$ cat src/rtl/mod_n_up_counter.sv
// Cascadable modulo-N up counter with carry chaining, clear/load, one-shot halt,
// wrap pulse and a saturating wrap-event counter.
module mod_n_up_counter #(
   parameter int unsigned MOD_VALUE = 8,
   parameter int unsigned ONE_SHOT  = 0,
   parameter int unsigned WRAP_W    = 8,
   localparam int unsigned W        = $clog2(MOD_VALUE)
) (
   input  logic              clk,
   input  logic              rstn,
   input  logic              en,
   input  logic              cin,
   input  logic              clr,
   input  logic              load,
   input  logic [W-1:0]      load_val,
   output logic [W-1:0]      out,
   output logic              cout,
   output logic              wrap_pulse,
   output logic              halted,
   output logic              load_err,
   output logic [WRAP_W-1:0] wrap_cnt
);

   localparam logic [W-1:0] MAX = W'(MOD_VALUE - 1);

   logic              at_max;
   logic              step;
   logic [W-1:0]      nxt_out;
   logic              nxt_halted;
   logic              nxt_wrap_pulse;
   logic              nxt_load_err;
   logic [WRAP_W-1:0] nxt_wrap_cnt;

   assign at_max = (out == MAX);
   assign step   = en & cin & ~halted;
   assign cout   = at_max & en & cin & ~clr & ~load & ~halted;

   always_comb begin
      nxt_out        = out;
      nxt_halted     = halted;
      nxt_wrap_pulse = 1'b0;
      nxt_load_err   = 1'b0;
      nxt_wrap_cnt   = wrap_cnt;
      if (clr) begin
         nxt_out      = '0;
         nxt_halted   = 1'b0;
         nxt_wrap_cnt = '0;
      end else if (load) begin
         nxt_halted = 1'b0;
         if (load_val <= MAX) begin
            nxt_out = load_val;
         end else begin
            nxt_out      = '0;
            nxt_load_err = 1'b1;
         end
      end else if (step) begin
         if (!at_max) begin
            nxt_out = out + 1'b1;
         end else if (ONE_SHOT != 0) begin
            // Freeze at terminal count; no wrap is reported in one-shot mode.
            nxt_halted = 1'b1;
         end else begin
            nxt_out        = '0;
            nxt_wrap_pulse = 1'b1;
            if (wrap_cnt != '1) nxt_wrap_cnt = wrap_cnt + 1'b1;
         end
      end
   end

   always_ff @(posedge clk or negedge rstn) begin
      if (!rstn) begin
         out        <= '0;
         halted     <= 1'b0;
         wrap_pulse <= 1'b0;
         load_err   <= 1'b0;
         wrap_cnt   <= '0;
      end else begin
         out        <= nxt_out;
         halted     <= nxt_halted;
         wrap_pulse <= nxt_wrap_pulse;
         load_err   <= nxt_load_err;
         wrap_cnt   <= nxt_wrap_cnt;
      end
   end

endmodule
$ cat config.mk
export PLATFORM = sky130hd
export DESIGN_NAME = mod_n_up_counter
export DESIGN_NICKNAME = d
export VERILOG_FILES = /design/src/rtl/mod_n_up_counter.sv
export SDC_FILE = /design/constraint.sdc
export NUM_CORES = 1
export LEC_CHECK = 0
export CORE_MARGIN = 5
export CORE_UTILIZATION = 42
export CTS_BUF_LIST = sky130_fd_sc_hd__clkbuf_2
export CTS_CLUSTER_SIZE = 28
export DETAILED_ROUTE_END_ITERATION = 10
export PLACE_DENSITY = 0.84
export RECOVER_POWER = 25
export SKIP_CTS_REPAIR_TIMING = 1
export SYNTH_ARGS = -nofsm -noshare
export SYNTH_HDL_FRONTEND = slang
export SYNTH_SLANG_ARGS = --single-unit
$ cat constraint.sdc
create_clock -name clk -period 1.4 [get_ports clk]
set_input_delay 0.14 -clock clk [delete_from_list [all_inputs] [get_ports clk]]
set_output_delay 0.14 -clock clk [all_outputs]
set_load 0.05 [all_outputs]
---- Yosys cells after proc, flatten, opt, wreduce, memory -nomap -nowiden ----
Cells that the tools add are included.
storage, ports and cells
  output and inout port bits .............. 15
  flip-flop bits (word level) ............. 14
  input port bits ......................... 9
  word-level logic and storage cells ...... 46
cells by class
  $add $sub $neg .......................... 2
  magnitude comparators ................... 1
  multiplexer cells ....................... 19
  equal/unequal tests ..................... 3
  reductions and logical operators ........ 6
  bitwise gates (word level) .............. 10
operators by type and width
  kind                                                           count
  8-bit two-way mux                                              5
  3-bit two-way mux                                              5
  1-bit two-way mux                                              9
  8-bit by 1-bit adder with 8-bit output, second input constant  1
  8-bit inequality test, second input constant                   1
  2-bit nonzero test                                             4
  1-bit AND                                                      7
  4-bit AND reduction                                            1
  3-bit by 1-bit adder with 3-bit output, second input constant  1
  3-bit equality test, second input constant                     1
  3-bit less-or-equal comparator, second input constant          1
  1-bit NOT                                                      3
  3-bit nonzero test                                             1
  2-bit inequality test, second input constant                   1

---- Longest topological paths before layout ----
  word-level depth ........................ 6
  mapped depth ............................ 7
  gate-level depth less buffers ........... 6

---- Worst setup path after synthesis ----
Ideal clock, no wire load.
  path type ............................... reg2out
  start ................................... register out[0]
  end ..................................... output cout
  buffers on the path ..................... 0
  arrival ................................. 1.847 ns
  cell stages (with the launch flop) ...... 5
  slack ................................... -0.587 ns
  cell sequence ........................... dfrtp_1 > ha_1 > ha_1 > nand4b_1 > nor2_1
between the ends
  longest elaborated chain between the ends .. 6
ends and longest elaborated chain
  element                   RTL line  RTL
  start: declaration        16        output logic [W-1:0] out,
  start signal: assignment  78        out <= nxt_out;
  3-bit equality test       34        assign at_max = (out == MAX);
  1-bit AND (5 in a row)    36        assign cout = at_max & en & cin & ~clr & ~load & ~halted;
  end: declaration          17        output logic cout,
No other way between the ends.

---- Worst setup path after layout ----
  start ................................... register out[1]
  end ..................................... output cout
Same word-level chain as after synthesis.

==> flow_summary_export.csv <==
group,metric,value,unit
run_status,status,"complete, but fails checks",
run_status,failing_checks,"negative setup slack",
logic_synthesis,syn-instance-count,65,
power_and_ir_drop,vdd_ir_drop_max,0.5509,mV
power_and_ir_drop,total_power,765.3,uW
global_routing,grt_pass1_wl,3105,um
timing,setup_tns,-1.406,ns
logic_synthesis,yosysUniqueCellTypes,28,
cells_and_area,final.fill_count,100,
logic_synthesis,synth_area_per_cell,11.01,um^2
placement,detailed_place_hpwl,1542,um
drt,wire_per_inst,15.54,um
timing,post-route-min-period,1.664,ns
worst_setup_path,critical_path_arrival,1.52,ns
drt,drt_iter0_drc,3,
logic_synthesis,number_of_synthesis_warnings,0,
logic_synthesis,ys_ff_latch,13,
drt,routed-via-count,657,
clock_network,cts-htree-levels,1,
drt,viasPerCell,5.256,
global_routing,grt_antenna_before_repair,0,
logic_synthesis,seq_area_frac_synth,0.4545,
power_and_ir_drop,leakage,0.5903,nW
floorplanning,initial_cell_density_of_the_core,0.4285,
global_routing,globalRouteOverflowTotal,0,
timing,fin_skew,0.007382,ns
global_routing,grt_start_max_net_pins,14,
global_routing,number_of_global_route_vias_before_repair,672,
cells_and_area,area_delta_synth_final,79.72,%
logic_synthesis,post-synth-top-area-cell,"sky130_fd_sc_hd__dfrtp_1",
timing,grt_setup_unrepaired,"true",
drt,totalWireLength,1942,um
floorplanning,rows,15,
clock_network,insertion_delay,0.29,ns
worst_setup_path,critical_path_required,1.26,ns
timing,final-max-slew-violation-count,0,
worst_setup_path,critical_path.endpoint_type,"output pin",
floorplanning,ioPinCount,24,
timing,final.period_utilization,1.189,
clock_network,clk_root_buffer_cell,"sky130_fd_sc_hd__clkbuf_2",
placement,globalplace.congestion,0.7237,
timing,hold_violations,0,
logic_synthesis,synth_area_leaders,"sky130_fd_sc_hd__dfrtp_1 (45%), sky130_fd_sc_hd__xor2_1 (7.3%), sky130_fd_sc_hd__ha_1 (5.2%), sky130_fd_sc_hd__nor2_1 (5.2%), sky130_fd_sc_hd__nand4_2 (3.5%)",
worst_setup_path,critical_path_fanouts_max,3,
job,max-cap-violations,0,
drt,drtPass1Iterations,3,
timing,maxClockFrequency,600.8,MHz
floorplanning,dieArea,2630,um^2
floorplanning,floorplan.core_area,1670,um^2
timing,timing.hold.ws,0.3897,ns
timing,setup_viol,9,
global_routing,globalRouteTotalUtil,0.1656,
timing,max_slew_headroom_at_the_worst_pin,0.5289,
clock_network,cts_tree,"done",
worst_hold_path,hp-class,"in -> async",
clock_network,clk_transition_reported_paths,0.13,ns
clock_network,tritoncts_num_sinks,13,
logic_synthesis,synth_enable_flop_cells,0,
logic_synthesis,async_sr_flop_fraction,1.000,
worst_setup_path,cp-start-kind,"register",
cells_and_area,num_antenna_cells,0,
cells_and_area,final_nets,121,
timing,worstMarginPinSlew,0.7067,ns
clock_network,clk_path_buf_depth,2,
floorplanning,dieWidth,51.28,um
worst_setup_path,timing_worst_setup_path_type,"reg -> out",
logic_synthesis,synth.cell_area,715.7,um^2
drt,drc,0,
drt,ant_nets,0,
floorplanning,fp.dieH,51.28,um
logic_synthesis,synthDominantCellAreaShare,0.4545,
placement,port_buffers,22,
logic_synthesis,synthFlopType,"sky130_fd_sc_hd__dfrtp_1",
clock_network,cts-buffers-inserted,3,
cells_and_area,final_layout_size_suffix_gt1_frac,0.5185,
timing,finalWorstSetupSlack,-0.2645,ns
power_and_ir_drop,power_density_relative_to_cell_area,595.0,nW/um^2
[worst max-delay path, cell delays in order (launching register included)]
cell                       delay [ns]
sky130_fd_sc_hd__dfrtp_2         0.41
sky130_fd_sc_hd__ha_4            0.15
sky130_fd_sc_hd__ha_4            0.12
sky130_fd_sc_hd__nand4b_1        0.14
sky130_fd_sc_hd__buf_4           0.18
sky130_fd_sc_hd__nor2_4          0.09
sky130_fd_sc_hd__buf_12          0.14
[cell usage after synthesis, types with 2 or more instances]
cell / n
sky130_fd_sc_hd__ha_1: 3
sky130_fd_sc_hd__o2111ai_1: 2
sky130_fd_sc_hd__nor2_1: 10
sky130_fd_sc_hd__nor3_1: 3
sky130_fd_sc_hd__dfrtp_1: 13
sky130_fd_sc_hd__xor2_1: 6
sky130_fd_sc_hd__nor2b_2: 2
sky130_fd_sc_hd__nand4_2: 2
sky130_fd_sc_hd__mux2i_1: 2
sky130_fd_sc_hd__o211ai_1: 2
sky130_fd_sc_hd__and2_1: 2
sky130_fd_sc_hd__a211oi_1: 2
[worst paths after layout]
path,from,endpoint,slack [ns],depth (start not counted)
min reg2reg,wrap_cnt[3],wrap_cnt[3],0.67,2
max,out[1],cout,-0.26,6
min,rstn,wrap_cnt[2],0.39,2
max in group asynchronous,rstn,wrap_cnt[0],0.52,2
max reg2reg,out[1],wrap_cnt[5],-0.18,6
min in group clk,load_val[0],out[0],0.44,3
[placed cells by master (no fill, tap or decap), drive strengths merged]
master / count
nor2b: 2
ha: 3
clkdlybuf4s50: 7
and2: 2
dfrtp: 13
nor3b: 1
xor2: 6
nor2: 10
nand2: 1
mux2: 1
nand3: 1
nor3: 4
mux2i: 2
nand4bb: 1
inv: 1
o211ai: 2
o2111ai: 2
dlygate4sd3: 1
nand4: 2
o21ai: 1
clkbuf: 5
conb: 2
nand4b: 1
and4b: 1
and3: 1
a211oi: 3
buf: 32
[cell families (layout without fill, tap and decap cells)]
logic type | count (synthesis) | count (layout) | share of synthesized area
simple gates | 27 | 27 | 0.2378
xor+xnor | 6 | 6 | 0.07343
buf+inv | 4 | 46 | 0.03671
other cells | 1 | 2 | 0.005240
fa+ha+maj | 3 | 3 | 0.05245
compound gates | 8 | 8 | 0.09615
flops | 13 | 13 | 0.4545
mux | 3 | 3 | 0.04371
[sequential cells by signal, summed over array words and instances (netlist names)]
signal,flops
load_err,1
wrap_pulse,1
out,3
wrap_cnt,8
[layer usage]
| layer | share of wire | vias to the layer above | track usage |
|---|---|---|---|
| met5 | 0 | - | 0 |
| met4 | 0.032 | 0 | 0.1048 |
| met1 | 0.38 | 328 | 0.1820 |
| met2 | 0.57 | 7 | 0.2940 |
| met3 | 0.015 | 4 | 0.02624 |
| li1 | - | 318 | - |
[where the power goes]
group / switching [mW] / total, mW / internal, mW
clock: 0.128 / 0.204 / 0.0757
sequential: 0.00692 / 0.391 / 0.384
combinational: 0.0850 / 0.171 / 0.0855
[area by class of cell]
type / count / area [um^2] / area share
inverters: 1 / 3.754 / 0.002918
well taps: 17 / 21.27 / 0.01654
repair buffers: 41 / 474.2 / 0.3687
flip-flops and latches: 13 / 332.8 / 0.2588
multi-input cells: 49 / 434.2 / 0.3375
clock buffers: 4 / 20.02 / 0.01556
[stage by stage]
step	setup slack, ns	utilization	area (um^2)	instances
after floorplan	-0.2255	-	763.2	66
after global placement	-0.1296	0.7333	1225	119
after detailed placement	-0.1768	0.7333	1225	119
after CTS	-0.3127	0.7453	1245	123
after global routing	-0.3530	0.7700	1286	125
final	-0.2645	0.7700	1286	125
Note: power is estimated with default switching activity, not from simulation.
